===== src/rtl/riscv_fetch_pkg.sv =====
`default_nettype none
// ============================================================================
// Module   : riscv_fetch_pkg
// Brief    : Shared types and constants for the instruction fetch stage.
// Revision : 1.0 - initial release
// ============================================================================
package riscv_fetch_pkg;

    localparam int XLEN        = 32;
    localparam int INSTR_WIDTH = 32;

    localparam logic [INSTR_WIDTH-1:0] ILLEGAL_ZERO = 32'h0000_0000;
    localparam logic [XLEN-1:0]        PC_STEP      = 32'd4;

    typedef enum logic [1:0] {
        ST_RUN   = 2'd0,
        ST_HALT  = 2'd1,
        ST_FAULT = 2'd2
    } fetch_state_e;

    typedef struct packed {
        logic [INSTR_WIDTH-1:0] instr;
        logic [XLEN-1:0]        pc;
    } fetch_entry_t;

endpackage
`default_nettype wire


===== src/rtl/fetch_buffer.sv =====
`default_nettype none
// ============================================================================
// Module   : fetch_buffer
// Brief    : 2-entry FIFO of {instr, pc}; flush beats push, pop allowed with flush.
// Revision : 1.0 - initial release
// ============================================================================
module fetch_buffer
    import riscv_fetch_pkg::*;
(
    input  logic         clk,
    input  logic         reset_n,
    input  logic         push,
    input  logic         pop,
    input  logic         flush,
    input  fetch_entry_t push_data,
    output logic         full,
    output logic         empty,
    output fetch_entry_t head
);

    localparam logic [1:0] DEPTH = 2'd2;

    fetch_entry_t mem_q [2];
    fetch_entry_t mem_d [2];
    logic         rd_ptr_q, rd_ptr_d;
    logic         wr_ptr_q, wr_ptr_d;
    logic [1:0]   count_q, count_d;
    logic         do_push, do_pop;

    assign do_pop  = pop & (count_q != 2'd0);
    assign do_push = push & ~flush & ((count_q != DEPTH) | do_pop);

    always_comb begin
        mem_d    = mem_q;
        rd_ptr_d = rd_ptr_q;
        wr_ptr_d = wr_ptr_q;
        count_d  = count_q;
        if (flush) begin
            rd_ptr_d = 1'b0;
            wr_ptr_d = 1'b0;
            count_d  = 2'd0;
        end else begin
            if (do_push) begin
                mem_d[wr_ptr_q] = push_data;
                wr_ptr_d        = ~wr_ptr_q;
            end
            if (do_pop) begin
                rd_ptr_d = ~rd_ptr_q;
            end
            count_d = count_q + {1'b0, do_push} - {1'b0, do_pop};
        end
    end

    always_ff @(posedge clk or negedge reset_n) begin
        if (!reset_n) begin
            mem_q    <= '{default: '0};
            rd_ptr_q <= 1'b0;
            wr_ptr_q <= 1'b0;
            count_q  <= 2'd0;
        end else begin
            mem_q    <= mem_d;
            rd_ptr_q <= rd_ptr_d;
            wr_ptr_q <= wr_ptr_d;
            count_q  <= count_d;
        end
    end

    assign head  = mem_q[rd_ptr_q];
    assign full  = (count_q == DEPTH);
    assign empty = (count_q == 2'd0);

endmodule
`default_nettype wire


===== src/rtl/instr_fetch.sv =====
`default_nettype none
// ============================================================================
// Module   : instr_fetch
// Brief    : Fetch stage: PC, imem interface, 2-entry output buffer, redirect/halt.
// Revision : 1.0 - initial release
// ============================================================================
module instr_fetch
    import riscv_fetch_pkg::*;
#(
    parameter logic [XLEN-1:0] RESET_PC = 32'h0000_0000
) (
    input  logic                   clk,
    input  logic                   reset_n,
    input  logic                   fetch_en,
    output logic [XLEN-1:0]        imem_addr,
    input  logic [INSTR_WIDTH-1:0] imem_rdata,
    input  logic                   redirect_valid,
    input  logic [XLEN-1:0]        redirect_pc,
    output logic                   out_valid,
    input  logic                   out_ready,
    output logic [INSTR_WIDTH-1:0] out_instr,
    output logic [XLEN-1:0]        out_pc,
    output logic [XLEN-1:0]        out_pc_plus4,
    output logic                   halted,
    output logic                   fault,
    output logic [31:0]            fetch_count
);

    fetch_state_e    state_q, state_d;
    logic [XLEN-1:0] pc_q, pc_d;
    logic [31:0]     fetch_count_q, fetch_count_d;

    logic            buf_push, buf_pop, buf_flush, buf_full, buf_empty;
    fetch_entry_t    buf_head;
    fetch_entry_t    buf_wdata;

    assign buf_pop   = out_valid & out_ready;
    assign buf_wdata = '{instr: imem_rdata, pc: pc_q};

    always_comb begin
        state_d       = state_q;
        pc_d          = pc_q;
        fetch_count_d = fetch_count_q;
        buf_push      = 1'b0;
        buf_flush     = 1'b0;
        if (redirect_valid) begin
            // Redirect wins in every state; a misaligned target parks the stage in FAULT.
            buf_flush = 1'b1;
            if (redirect_pc[1:0] == 2'b00) begin
                pc_d    = redirect_pc;
                state_d = ST_RUN;
            end else begin
                state_d = ST_FAULT;
            end
        end else if ((state_q == ST_RUN) && fetch_en && (!buf_full || buf_pop)) begin
            if (imem_rdata != ILLEGAL_ZERO) begin
                buf_push      = 1'b1;
                pc_d          = pc_q + PC_STEP;
                fetch_count_d = fetch_count_q + 32'd1;
            end else begin
                state_d = ST_HALT;
            end
        end
    end

    always_ff @(posedge clk or negedge reset_n) begin
        if (!reset_n) begin
            state_q       <= ST_RUN;
            pc_q          <= RESET_PC;
            fetch_count_q <= 32'd0;
        end else begin
            state_q       <= state_d;
            pc_q          <= pc_d;
            fetch_count_q <= fetch_count_d;
        end
    end

    fetch_buffer u_fetch_buffer (
        .clk       (clk),
        .reset_n   (reset_n),
        .push      (buf_push),
        .pop       (buf_pop),
        .flush     (buf_flush),
        .push_data (buf_wdata),
        .full      (buf_full),
        .empty     (buf_empty),
        .head      (buf_head)
    );

    assign imem_addr    = pc_q;
    assign out_valid    = ~buf_empty;
    assign out_instr    = buf_head.instr;
    assign out_pc       = buf_head.pc;
    assign out_pc_plus4 = buf_head.pc + PC_STEP;
    assign halted       = (state_q == ST_HALT);
    assign fault        = (state_q == ST_FAULT);
    assign fetch_count  = fetch_count_q;

endmodule
`default_nettype wire


===== config.mk =====
export PLATFORM = sky130hd
export DESIGN_NAME = instr_fetch
export DESIGN_NICKNAME = d
export VERILOG_FILES = /design/src/rtl/riscv_fetch_pkg.sv /design/src/rtl/fetch_buffer.sv /design/src/rtl/instr_fetch.sv
export SDC_FILE = /design/constraint.sdc
export NUM_CORES = 1
export LEC_CHECK = 0
export CORE_MARGIN = 1
export CORE_UTILIZATION = 40
export CTS_CLUSTER_SIZE = 28
export DETAILED_ROUTE_END_ITERATION = 12
export PLACE_DENSITY = 0.72
export SETUP_SLACK_MARGIN = 0.5
export SYNTH_ARGS = -nofsm -noshare
export SYNTH_HDL_FRONTEND = slang
export SYNTH_SLANG_ARGS = --single-unit

===== constraint.sdc =====
create_clock -name clk -period 6.5 [get_ports clk]
set_input_delay 0.65 -clock clk [delete_from_list [all_inputs] [get_ports clk]]
set_output_delay 0.65 -clock clk [all_outputs]
set_load 0.05 [all_outputs]

# After elaboration in Yosys (flattened, before gate mapping)
# Cells that the tools add are included.
[word_totals]
register_bits = 198
out_inout_bits = 163
elab_cells = 77
[classes]
n_addsub = 5
n_lt_le_gt_ge = 3
n_eq_ne = 6
muxes = 23
bitwise = 12
n_reduce_logical = 18
[op_table]
columns = ["op", "n"]
rows = [
  ["2-to-1 mux 64 bit", 4],
  ["bitwise mux 128 bit", 1],
  ["2-to-1 mux 32 bit", 4],
  ["adder 32 x 3 -> 32 bit (second input constant)", 2],
  ["demux 64 bit (select 1 bit)", 1],
  ["adder 32 x 1 -> 32 bit (second input constant)", 1],
  ["nonzero test 32 bit", 1],
  ["2-to-1 mux 2 bit", 5],
  ["nonzero test 2 bit", 5],
  ["2-to-1 mux 1 bit", 8],
  ["zero test 2 bit", 3],
  ["AND reduction 3 bit", 2],
  ["inverter 1 bit", 5],
  ["AND 1 bit", 4],
  ["== test 2 bit (second input constant)", 2],
  ["greater-or-equal comparator 2 bit (second input constant)", 2],
  ["!= test 2 bit (second input constant)", 2],
  ["inverter 1 -> 2 bit", 2],
  ["AND reduction 2 bit", 2],
  ["logical AND 1 bit", 3],
  ["adder 2 x 1 -> 2 bit", 1],
  ["== test 2 x 1 -> 1 bit (second input constant)", 1],
  ["< comparator 2 x 1 -> 1 bit (second input constant)", 1],
  ["!= test 2 x 1 -> 1 bit (second input constant)", 1],
  ["4 further kinds", 4],
]

# Logic depth before layout (Yosys ltp)
# Gate-level depths: netlist of the first run.
[depth]
ltp_word = 12
ltp_mapped = 15
ltp_nobuf = 10

# Modules after synthesis
# From an unflattened synthesis of the first run, not the netlist that was laid out.
[hier_totals]
cells_unflattened = 832
hier_area_um2 = 10159.7
[modules_own_cells]
columns = ["module", "instances", "cells_per_inst", "area_each_um2", "seq_area_each_um2"]
rows = [
  ["fetch_buffer", 1, 365, 5983.2, 3303.2],
  ["instr_fetch", 1, 467, 4176.5, 1651.6],
]

# Least setup slack after synthesis of the first run
# Ideal clock, no wire load.
[synth_timing]
path_type = "register to output"
from = "register u_fetch_buffer.rd_ptr_q"
to = "output port out_pc_plus4[24]"
arrival_ps = 4466
required_time_ps = 5850
slack_ps = 1384
path_stages_with_launch = 16
path_buffers = 5
path_cell_list = "dfrtp_1 buf_2 buf_2 buf_2 clkbuf_1 clkbuf_1 nand2_1 and2_1 inv_1 ha_1 nand4b_1 a221oi_1 nand3_1 or2_1 nor2_1 xor2_1"
[synth_via]
elab_chain_len = 5
[synth_rtl]
columns = ["element", "line_no", "rtl"]
rows = [
  ["start: declaration", "fetch_buffer.sv:25", "logic rd_ptr_q, rd_ptr_d;"],
  ["start signal: assignment", "fetch_buffer.sv:62", "rd_ptr_q <= rd_ptr_d;"],
  ["inverter 1 -> 2 bit (not written as such)", "fetch_buffer.sv:68", "assign head = mem_q[rd_ptr_q];"],
  ["2-to-1 mux 64 bit (not written as such) (3 in a row)", "fetch_buffer.sv:68", ""],
  ["via out_pc[2]", "instr_fetch.sv:22", "output logic [XLEN-1:0] out_pc,"],
  ["adder 32 x 3 -> 32 bit", "instr_fetch.sv:94", "assign out_pc_plus4 = buf_head.pc + PC_STEP;"],
  ["end: declaration", "instr_fetch.sv:23", "output logic [XLEN-1:0] out_pc_plus4,"],
]
# The timed path passes the listed nets, and every way through them passes these cells. The select of a mux whose other input is x is not followed.

# Worst setup path after layout of the first run
[layout_timing]
from = "register u_fetch_buffer.rd_ptr_q"
to = "output port out_pc_plus4[27]"
[layout_via]
elab_chain_len = 5
[layout_rtl]
columns = ["element", "line_no"]
rows = [
  ["inverter 1 -> 2 bit (not written as such)", "fetch_buffer.sv:68"],
  ["2-to-1 mux 64 bit (not written as such) (3 in a row)", "fetch_buffer.sv:68"],
  ["adder 32 x 3 -> 32 bit", "instr_fetch.sv:94"],
]
# Every way passes these cells. The select of a mux whose other input is x is not followed.

==> results of run 1 <==
-- sequential cells by signal, summed over array words and instances (netlist names) --
| register | cells |
|---|---|
| u_fetch_buffer.count_q | 2 |
| imem_addr | 32 |
| u_fetch_buffer.wr_ptr_q | 1 |
| fetch_count | 32 |
| state_q | 2 |
| u_fetch_buffer.rd_ptr_q | 1 |
| u_fetch_buffer.mem_q | 128 |
-- cell usage in the layout, fill, tap and decap left out, types with 26 or more instances in the layout --
cell type / synthesis / final
a21oi_1: 26 / 26
nand2_1: 53 / 53
clkdlybuf4s50_1: 0 / 230
dfrtp_1: 198 / 197
xnor2_1: 28 / 28
inv_1: 28 / 28
nand3_1: 28 / 28
mux2_1: 47 / 47
xor2_1: 33 / 33
mux2_2: 130 / 130
nor2_1: 47 / 47
-- per-stage QoR --
step	instance area [um^2]	utilization, %
2_1_floorplan	9968	-
3_3_place_gp	12570	51.55
3_5_place_dp	12570	51.55
4_1_cts	13190	54.08
5_1_grt	13190	54.09
6_report	13200	54.11
-- cells by family (layout without fill, tap and decap cells) --
family	count (synthesis)	in the layout
AND/OR/NAND/NOR	246	246
flip-flops	198	198
multiplexers	192	192
AO/OA/AOI/OAI	93	93
buffers and inverters	72	302
XOR/XNOR	61	61
adder cells (fa/ha/maj)	5	5
other	0	3
-- cells in the mapped netlist, drive strengths merged (8+ instances only) --
cell    count
xnor2      28
nand2      54
inv        29
nand4      15
buf        25
mux2      177
clkbuf     18
dfrtp     198
nand3      28
and3        8
mux2i      15
a21oi      26
o21ai      13
nor4       19
xor2       33
or3        11
nor2       48
nor3       30
-- power by group --
| part | internal, mW | switching [mW] |
|---|---|---|
| Clock | 0.571 | 0.518 |
| Sequential | 1.52 | 0.285 |
| Combinational | 1.20 | 2.09 |
| Total | 3.30 | 2.89 |
-- critical path, delay by kind of cell, from the launching register on --
family | cells | cell delay (ns)
compound gates | 1 | 0.37
xor+xnor | 1 | 0.17
buf+inv | 2 | 1.41
flops | 1 | 0.77
mux | 1 | 0.34
simple gates | 2 | 0.92
-- layer usage --
layer | vias to the layer above | GRT usage (%) | part of all wire [%]
met3 | 29 | 6.857 | 7.8
met5 | - | 0 | 0.030
met4 | 2 | 5.411 | 1.6
met1 | 3807 | 27.82 | 43
met2 | 247 | 34.58 | 47
li1 | 3575 | - | -
-- how the worst min path moves through the flow --
| stage | startpoint | to | depth (start not counted) |
|---|---|---|---|
| after global routing | reset_n | u_fetch_buffer.mem_q[86] | 1 |
| after CTS | reset_n | u_fetch_buffer.mem_q[86] | 1 |
| after global placement | fetch_count[31] | fetch_count[31] | 1 |
| after detailed placement | u_fetch_buffer.mem_q[22] | u_fetch_buffer.mem_q[22] | 1 |
| after floorplan | reset_n | fetch_count[0] | 0 |
| final | reset_n | imem_addr[28] | 1 |
-- area by class of cell --
type	count	area share (%)
tap	324	3.071
multi-input combinational	597	35.69
inverter	29	0.8247
clock buffer	19	3.432
timing repair buffer	241	18.12
antenna	3	0.05688
clock inverter	13	1.242
sequential	198	37.57
==> out/metrics.yaml, run 1 <==
status:
  status: "completed"
logic_synthesis:
  synthCells: 867
  postSynthAreaPerCell_um2: 11.50
  ys_seq_elements: 198
  synth_edf_count: 0
  yosysWarnings: 0
  synth_fa_ha_area_share_pct: 0.6276
  synth_compound_area_share_pct: 6.514
  synth-simple-area-share_pct: 13.20
  synth_top_area_share_pct: 49.71
  ys_async_sr_fraction_pct: 100.0
  synthXorXnorAreaFrac_pct: 5.360
  syn_area_um2: 9968
  synthFlopType: "dfrtp_1"
  synthMuxAreaShare_pct: 21.50
  ys_seq_area_share_pct: 49.71
  synth_top_family_by_area: "multiplexers"
  synth_top_area_cell: "dfrtp_1"
  synth_area_leaders: "dfrtp_1 (50%), mux2_2 (15%), mux2_1 (5.3%)"
  syn-num-nets: 941
  synth_cell_types: 64
sta:
  clock.fmax_ghz: 0.1955
  whs_ns: 0.2330
  skew_ns: 0.01154
  fin_ws_ns: 1.385
  maxSlewViolCount: 0
  worst_pin_slew_ns: 1.078
  post-route-min-period_ns: 5.115
  tns_ns: 0
  period_share_pct: 78.69
  rsz0062_at_grt: "no"
  relSlewSlack_pct: 27.67
  setup_viol: 0
  hold_viol: 0
min_path:
  hold_class: "in -> async"
worst_setup_path:
  r2r_end: "u_fetch_buffer.mem_q[127]"
  path_class: "reg -> out"
  cp_slowest_cell: "clkdlybuf4s50_1"
  rrSetupSlack_ns: 3.09
  cpPeakStageDelay_ns: 0.83
  cp_max_fo: 50
  path_cells: "buf_4, mux2_2, a21boi_1, nand4_1, nor4_1, xnor2_1, clkdlybuf4s50_1"
  worst_ep_required_time_ns: 5.85
  critPathLaunch: "u_fetch_buffer.rd_ptr_q"
  reg2reg_depth: 7
  cp.arrival_ns: 4.46
  reg2reg_from: "state_q[1]"
  crit_end: "out_pc_plus4[27]"
  end_kind: "output pin"
  cp-start-kind: "flop"
cells_and_area:
  fillCellCount: 2155
  nets: 1158
  regArea_um2: 4959
  final_cells: 1424
  drive_gt1_share_pct: 17.59
  multiInputGateArea_um2: 4711
  syn2layout_area_growth_pct: 32.41
clock_tree:
  ctsLongestPathBuffers: 2
  cts_buffers: 17
  cts_setup_buffers: 0
  h-tree-depth: 4
  clock-sinks: 198
  worstSkewPairLatency_ns: 0.43
  root_buffer: "clkbuf_16"
  cts.repair.resized: 0
  clk_pin_slew_ns: 0.08
  holdBufCountCts: 0
  cts_tree: "built"
die:
  dieArea_um2: 25560
  rows: 57
  core_um2: 24390
  die_h_um: 159.9
  initial_utilization_pct: 40.87
  die_w_um: 159.9
  ios: 232
placed_design:
  dp.cells: 1389
  hpwlAfterDp_um: 19150
  dp_worst_setup_slack_ns: 1.786
  gp_congestion: 0.8391
  io_buffers: 231
routing:
  routed_via_density: 5.379
  detail_route.iter0.violations: 433
  firstDrtPassIters: 4
  finalWirelength_um: 26630
  wl_per_cell_um: 18.70
  vias: 7660
  antenna_left: 0
  drc_errors: 0
grt:
  grt_pass1_vias: 7781
  grt-ovfl-total: 0
  antenna_found_initial: 4
  grt_use_total_pct: 21.41
  grt_max_degree: 73
  grt_first_pass_wirelength_um: 43040
pwr:
  max-vdd-ir-drop_mv: 0.2978
  total_power_mw: 6.189
  leakagePower_nw: 5.642
  powerDensity_nw_per_um2: 468.9
flow_run:
  maxCapViolations: 0
(Power assumes the default switching activity.)
==> run 2: changes to the inputs <==
- clock period: 6.5 -> 5.1 ns (I/O delays scaled with it)
==> out/metrics.yaml, run 2 (same netlist as run 1, synthesis figures left out) <==
status:
  status: "completed"
sta:
  tns_ns: 0
  setup_viol: 0
  worst_pin_slew_ns: 0.9790
  maxSlewViolCount: 0
  skew_ns: 0.01177
  period_share_pct: 84.45
  rsz0062_at_grt: "no"
  whs_ns: 0.1593
  clock.fmax_ghz: 0.2322
  hold_viol: 0
  post-route-min-period_ns: 4.307
  relSlewSlack_pct: 34.74
worst_setup_path:
  end_kind: "output pin"
  rrSetupSlack_ns: 2.03
  cp-start-kind: "flop"
  worst_ep_required_time_ns: 4.59
  cpLargestDelayFamily: "simple AND/OR/NAND/NOR gates"
  cpPeakStageDelay_ns: 0.84
  cp.arrival_ns: 3.80
  path_cells: "nand2b_1, and2_1, inv_1, ha_1, nand4b_1, a221oi_2, and2_1, nand3_1, xnor2_2, clkdlybuf4s50_1"
  crit_top_cell: "and2_1"
  cp_max_fo: 34
  path_class: "reg -> out"
  crit_buf_inv: 2
  cp_slowest_cell: "clkdlybuf4s50_1"
pwr:
  max-vdd-ir-drop_mv: 0.4115
  total_power_mw: 7.923
  leakagePower_nw: 5.763
  powerDensity_nw_per_um2: 595.7
cells_and_area:
  layout_common_cells: "clkdlybuf4s50_1 (223), dfrtp_1 (197), mux2_2 (130), nand2_1 (53)"
  largest_register: "u_fetch_buffer.mem_q"
  drive_gt1_share_pct: 18.55
  final_cells: 1428
  nets: 1161
  largest_reg_flops: 128
  final_common_cell: "clkdlybuf4s50_1"
  syn2layout_area_growth_pct: 33.44
  final_core_util_pct: 54.53
grt:
  grt_use_total_pct: 21.54
  antenna_found_initial: 3
  grt_max_degree: 109
  grt_pass1_vias: 7686
  grt_first_pass_wirelength_um: 43190
  grt-ovfl-total: 0
die:
  core_um2: 24390
  dieArea_um2: 25560
  initial_utilization_pct: 40.87
  die_w_um: 159.9
  rows: 57
  die_h_um: 159.9
  ios: 232
flow_run:
  maxCapViolations: 0
routing:
  firstDrtPassIters: 4
  drc_errors: 0
  antenna_left: 0
  routed_via_density: 5.343
  vias: 7630
  finalWirelength_um: 27170
  wl_per_cell_um: 19.03
  detail_route.iter0.violations: 325
clock_tree:
  cts_buffers: 17
  clk_pin_slew_ns: 0.07
  clock-sinks: 198
  ctsLongestPathBuffers: 2
  cts_tree: "built"
  root_buffer: "clkbuf_16"
  worstSkewPairLatency_ns: 0.44
  holdBufCountCts: 0
  h-tree-depth: 4
  cts_setup_buffers: 0
min_path:
  hold_class: "in -> async"
placed_design:
  gp_congestion: 0.8604
  hpwlAfterDp_um: 19330
  dp.cells: 1392
  io_buffers: 231
==> run 2: worst register-to-register path: stages (launching register included) <==
cell	delay [ns]
dfrtp_1	0.41
or3b_1	0.40
a21o_1	0.23
or3_1	0.36
buf_4	0.26
nor2_4	0.11
buf_4	0.71
mux2_2	0.51
==> run 2: final timing paths <==
check	start	endpoint	cells past startpoint
worst min-delay path	reset_n	imem_addr[31]	1
worst max register to register	state_q[1]	u_fetch_buffer.mem_q[86]	7
min in group clk	fetch_count[31]	fetch_count[31]	1
worst min register to register	fetch_count[31]	fetch_count[31]	1
worst max-delay path	u_fetch_buffer.rd_ptr_q	out_pc_plus4[18]	10
max in group asynchronous	reset_n	u_fetch_buffer.mem_q[118]	2
==> run 2: metal layers <==
layer	share of wire, %	wire length (um)	vias up	GRT usage, %
met2	47	12680	240	34.54
met4	1.2	323	0	4.719
met5	0	0	-	0
met3	9.0	2437	17	8.545
li1	-	-	3555	-
met1	43	11730	3818	27.40
==> run 2: final cells by class <==
cell class	instances	area [um^2]
Sequential cell	198	4959
Multi-Input combinational cell	597	4781
Timing Repair Buffer	244	2441
Clock inverter	13	163.9
Antenna cell	4	10.01
Fill cell	2139	11090
Tap cell	324	405.4
Inverter	29	108.9
Clock buffer	19	432.9
==> run 2: stage by stage <==
stage | area (um^2) | worst slack, ns
finish | 13300 | 0.7932
global route | 13290 | 0.5646
CTS | 13280 | 0.5956
detailed placement | 12690 | 0.9550
global placement | 12690 | 1.000
floorplan | 10030 | 0.3429
==> run 2: what timing repair did <==
| action | in CTS | in global routing |
|---|---|---|
| endpoints found under the hold margin | 0 | 0 |
| setup endpoints to repair | 4 | 11 |
| gates resized for setup | 4 | 4 |
==> run 2: report_power, final <==
part / switching [mW] / leakage (nW) / internal, mW
sequential: 0.348 / 2.48 / 1.94
clock: 0.667 / 0.287 / 0.704
combinational: 2.72 / 2.99 / 1.55
total: 3.73 / 5.76 / 4.19
==> run 3: changes to the inputs <==
- clock period: 5.1 -> 4 ns (I/O delays scaled with it)
==> out/metrics.yaml, run 3 (same netlist as run 1, synthesis figures left out) <==
status:
  status: "completed"
worst_setup_path:
  cp-start-kind: "flop"
  reg2reg_from: "state_q[1]"
  rrSetupSlack_ns: 1.11
  path_cells: "nand2b_4, and2_4, clkinvlp_4, ha_4, nand4_1, a221oi_4, nand3_2, or2_4, nor2_4, xor2_4, buf_12"
  r2r_end: "u_fetch_buffer.mem_q[90]"
  cp.arrival_ns: 3.05
  end_kind: "output pin"
  reg2reg_depth: 8
  cp_slowest_cell: "dfrtp_4"
  path_class: "reg -> out"
  cp_max_fo: 8
  worst_ep_required_time_ns: 3.60
  cpPeakStageDelay_ns: 0.53
clock_tree:
  holdBufCountCts: 0
  cts_tree: "built"
  ctsLongestPathBuffers: 2
  clk_pin_slew_ns: 0.07
  worstSkewPairLatency_ns: 0.43
  root_buffer: "clkbuf_16"
  clock-sinks: 198
  cts_buffers: 17
  h-tree-depth: 4
die:
  initial_utilization_pct: 40.87
  core_um2: 24390
  rows: 57
  die_h_um: 159.9
  dieArea_um2: 25560
  die_w_um: 159.9
  ios: 232
pwr:
  p_comb_share_pct: 56.0
  max-vdd-ir-drop_mv: 0.5026
  power_switching_mw: 4.816
  leakagePower_nw: 5.915
  swShare_pct: 46.51
  pwr-share-clk_pct: 16.2
  p_int_mw: 5.538
  powerDensity_nw_per_um2: 755.7
  pwr-share-seq_pct: 27.9
sta:
  worst_pin_slew_ns: 0.9629
  hold_viol: 0
  skew_ns: 0.01443
  setup_viol: 0
  clock.fmax_ghz: 0.2897
  maxSlewViolCount: 0
  period_share_pct: 86.30
  tns_ns: 0
  whs_ns: 0.06719
  rsz0062_at_grt: "yes"
  relSlewSlack_pct: 35.81
  post-route-min-period_ns: 3.452
  fin_ws_ns: 0.5480
routing:
  drc_errors: 0
  routed_via_density: 5.385
  wl_per_cell_um: 19.05
  detail_route.iter0.violations: 390
  firstDrtPassIters: 5
  vias: 7755
  antenna_left: 0
  finalWirelength_um: 27430
min_path:
  hold_class: "in -> async"
placed_design:
  io_buffers: 231
  gp_congestion: 0.8545
  dp_worst_setup_slack_ns: 0.5992
  hpwlAfterDp_um: 19470
cells_and_area:
  largest_register: "u_fetch_buffer.mem_q"
  final_core_util_pct: 56.17
  syn2layout_area_growth_pct: 37.44
  largest_reg_flops: 128
  drive_gt1_share_pct: 23.39
  nets: 1178
  antenna_cells: 0
  layout_common_cells: "clkdlybuf4s50_1 (209), dfrtp_1 (197), mux2_2 (130), nand2_1 (52), mux2_1 (47)"
  final_common_cell: "clkdlybuf4s50_1"
grt:
  grt_max_degree: 110
  grt_pass1_vias: 7905
  grt_use_total_pct: 22.02
  grt-ovfl-total: 0
  antenna_found_initial: 2
  grt_first_pass_wirelength_um: 44240
flow_run:
  maxCapViolations: 0
==> run 3: cell types whose count changed in the layout (fill, tap and decap cells not counted), moves of 3 or more <==
cell             change
dlygate4sd2_1        -4
nor2_2               +3
buf_12              +17
clkdlybuf4s50_1     -14
diode_2              -4
buf_4               +19
nor2_1               -5
==> run 3: worst max-delay path, delay by kind of cell, from the launching register on <==
family	cells	cell delay (ns)
simple gates	6	1.12
compound gates	1	0.41
flops	1	0.53
buf+inv	2	0.24
xor+xnor	1	0.17
fa+ha+maj	1	0.15
==> run 3: timing repair <==
action                     CTS  global route
setup endpoints to repair   15             9
setup buffers                8             6
gates resized for setup      6             9
pin swaps                    4             6
==> run 3: per-layer routing <==
metal  track usage (%)  wire [um]  up-vias
met5                 0         13        -
met4             6.147        459        2
met3             7.273       2291       32
met2             34.26      12830      264
met1             29.32      11840     3853
li1                  -          -     3604
==> run 3: final cells by class <==
cell class	instances	area, um^2
multi-input combinational	597	4920
fill	2079	10690
sequential	198	4959
clock inverter	12	112.6
timing repair buffer	261	2739
inverter	29	112.6
tap	324	405.4
clock buffer	19	452.9
==> run 3: stage by stage <==
| stage | total power [mW] | cell area [um^2] | instances |
|---|---|---|---|
| after floorplan | 6.696 | 10140 | 867 |
| after global placement | 8.566 | 12950 | 1395 |
| after detailed placement | 8.623 | 12950 | 1395 |
| after CTS | 10.39 | 13620 | 1434 |
| after global routing | 10.84 | 13700 | 1440 |
| final | 10.35 | 13700 | 1440 |
==> run 3: worst max path at each step <==
stage                       endpoint  slack [ns]  depth (start not counted)                    start
finish              out_pc_plus4[24]        0.55                         11  u_fetch_buffer.rd_ptr_q
global route        out_pc_plus4[24]        0.40                         11  u_fetch_buffer.rd_ptr_q
CTS                 out_pc_plus4[26]        0.51                         11  u_fetch_buffer.rd_ptr_q
detailed placement  out_pc_plus4[30]        0.60                         11  u_fetch_buffer.rd_ptr_q
global placement    out_pc_plus4[28]        0.64                         11  u_fetch_buffer.rd_ptr_q
floorplan           out_pc_plus4[24]        0.46                         15  u_fetch_buffer.rd_ptr_q
==> run 3: power groups by stage <==
| stage | Clock, mW | Combinational [mW] | Sequential [mW] |
|---|---|---|---|
| 4_1_cts | 1.72 | 5.79 | 2.89 |
| 3_5_place_dp | 0 | 5.66 | 2.96 |
| 2_1_floorplan | 0 | 3.64 | 3.05 |
| 6_report | 1.67 | 5.79 | 2.89 |
| 3_3_place_gp | 0 | 5.63 | 2.94 |
| 5_1_grt | 1.79 | 6.09 | 2.97 |
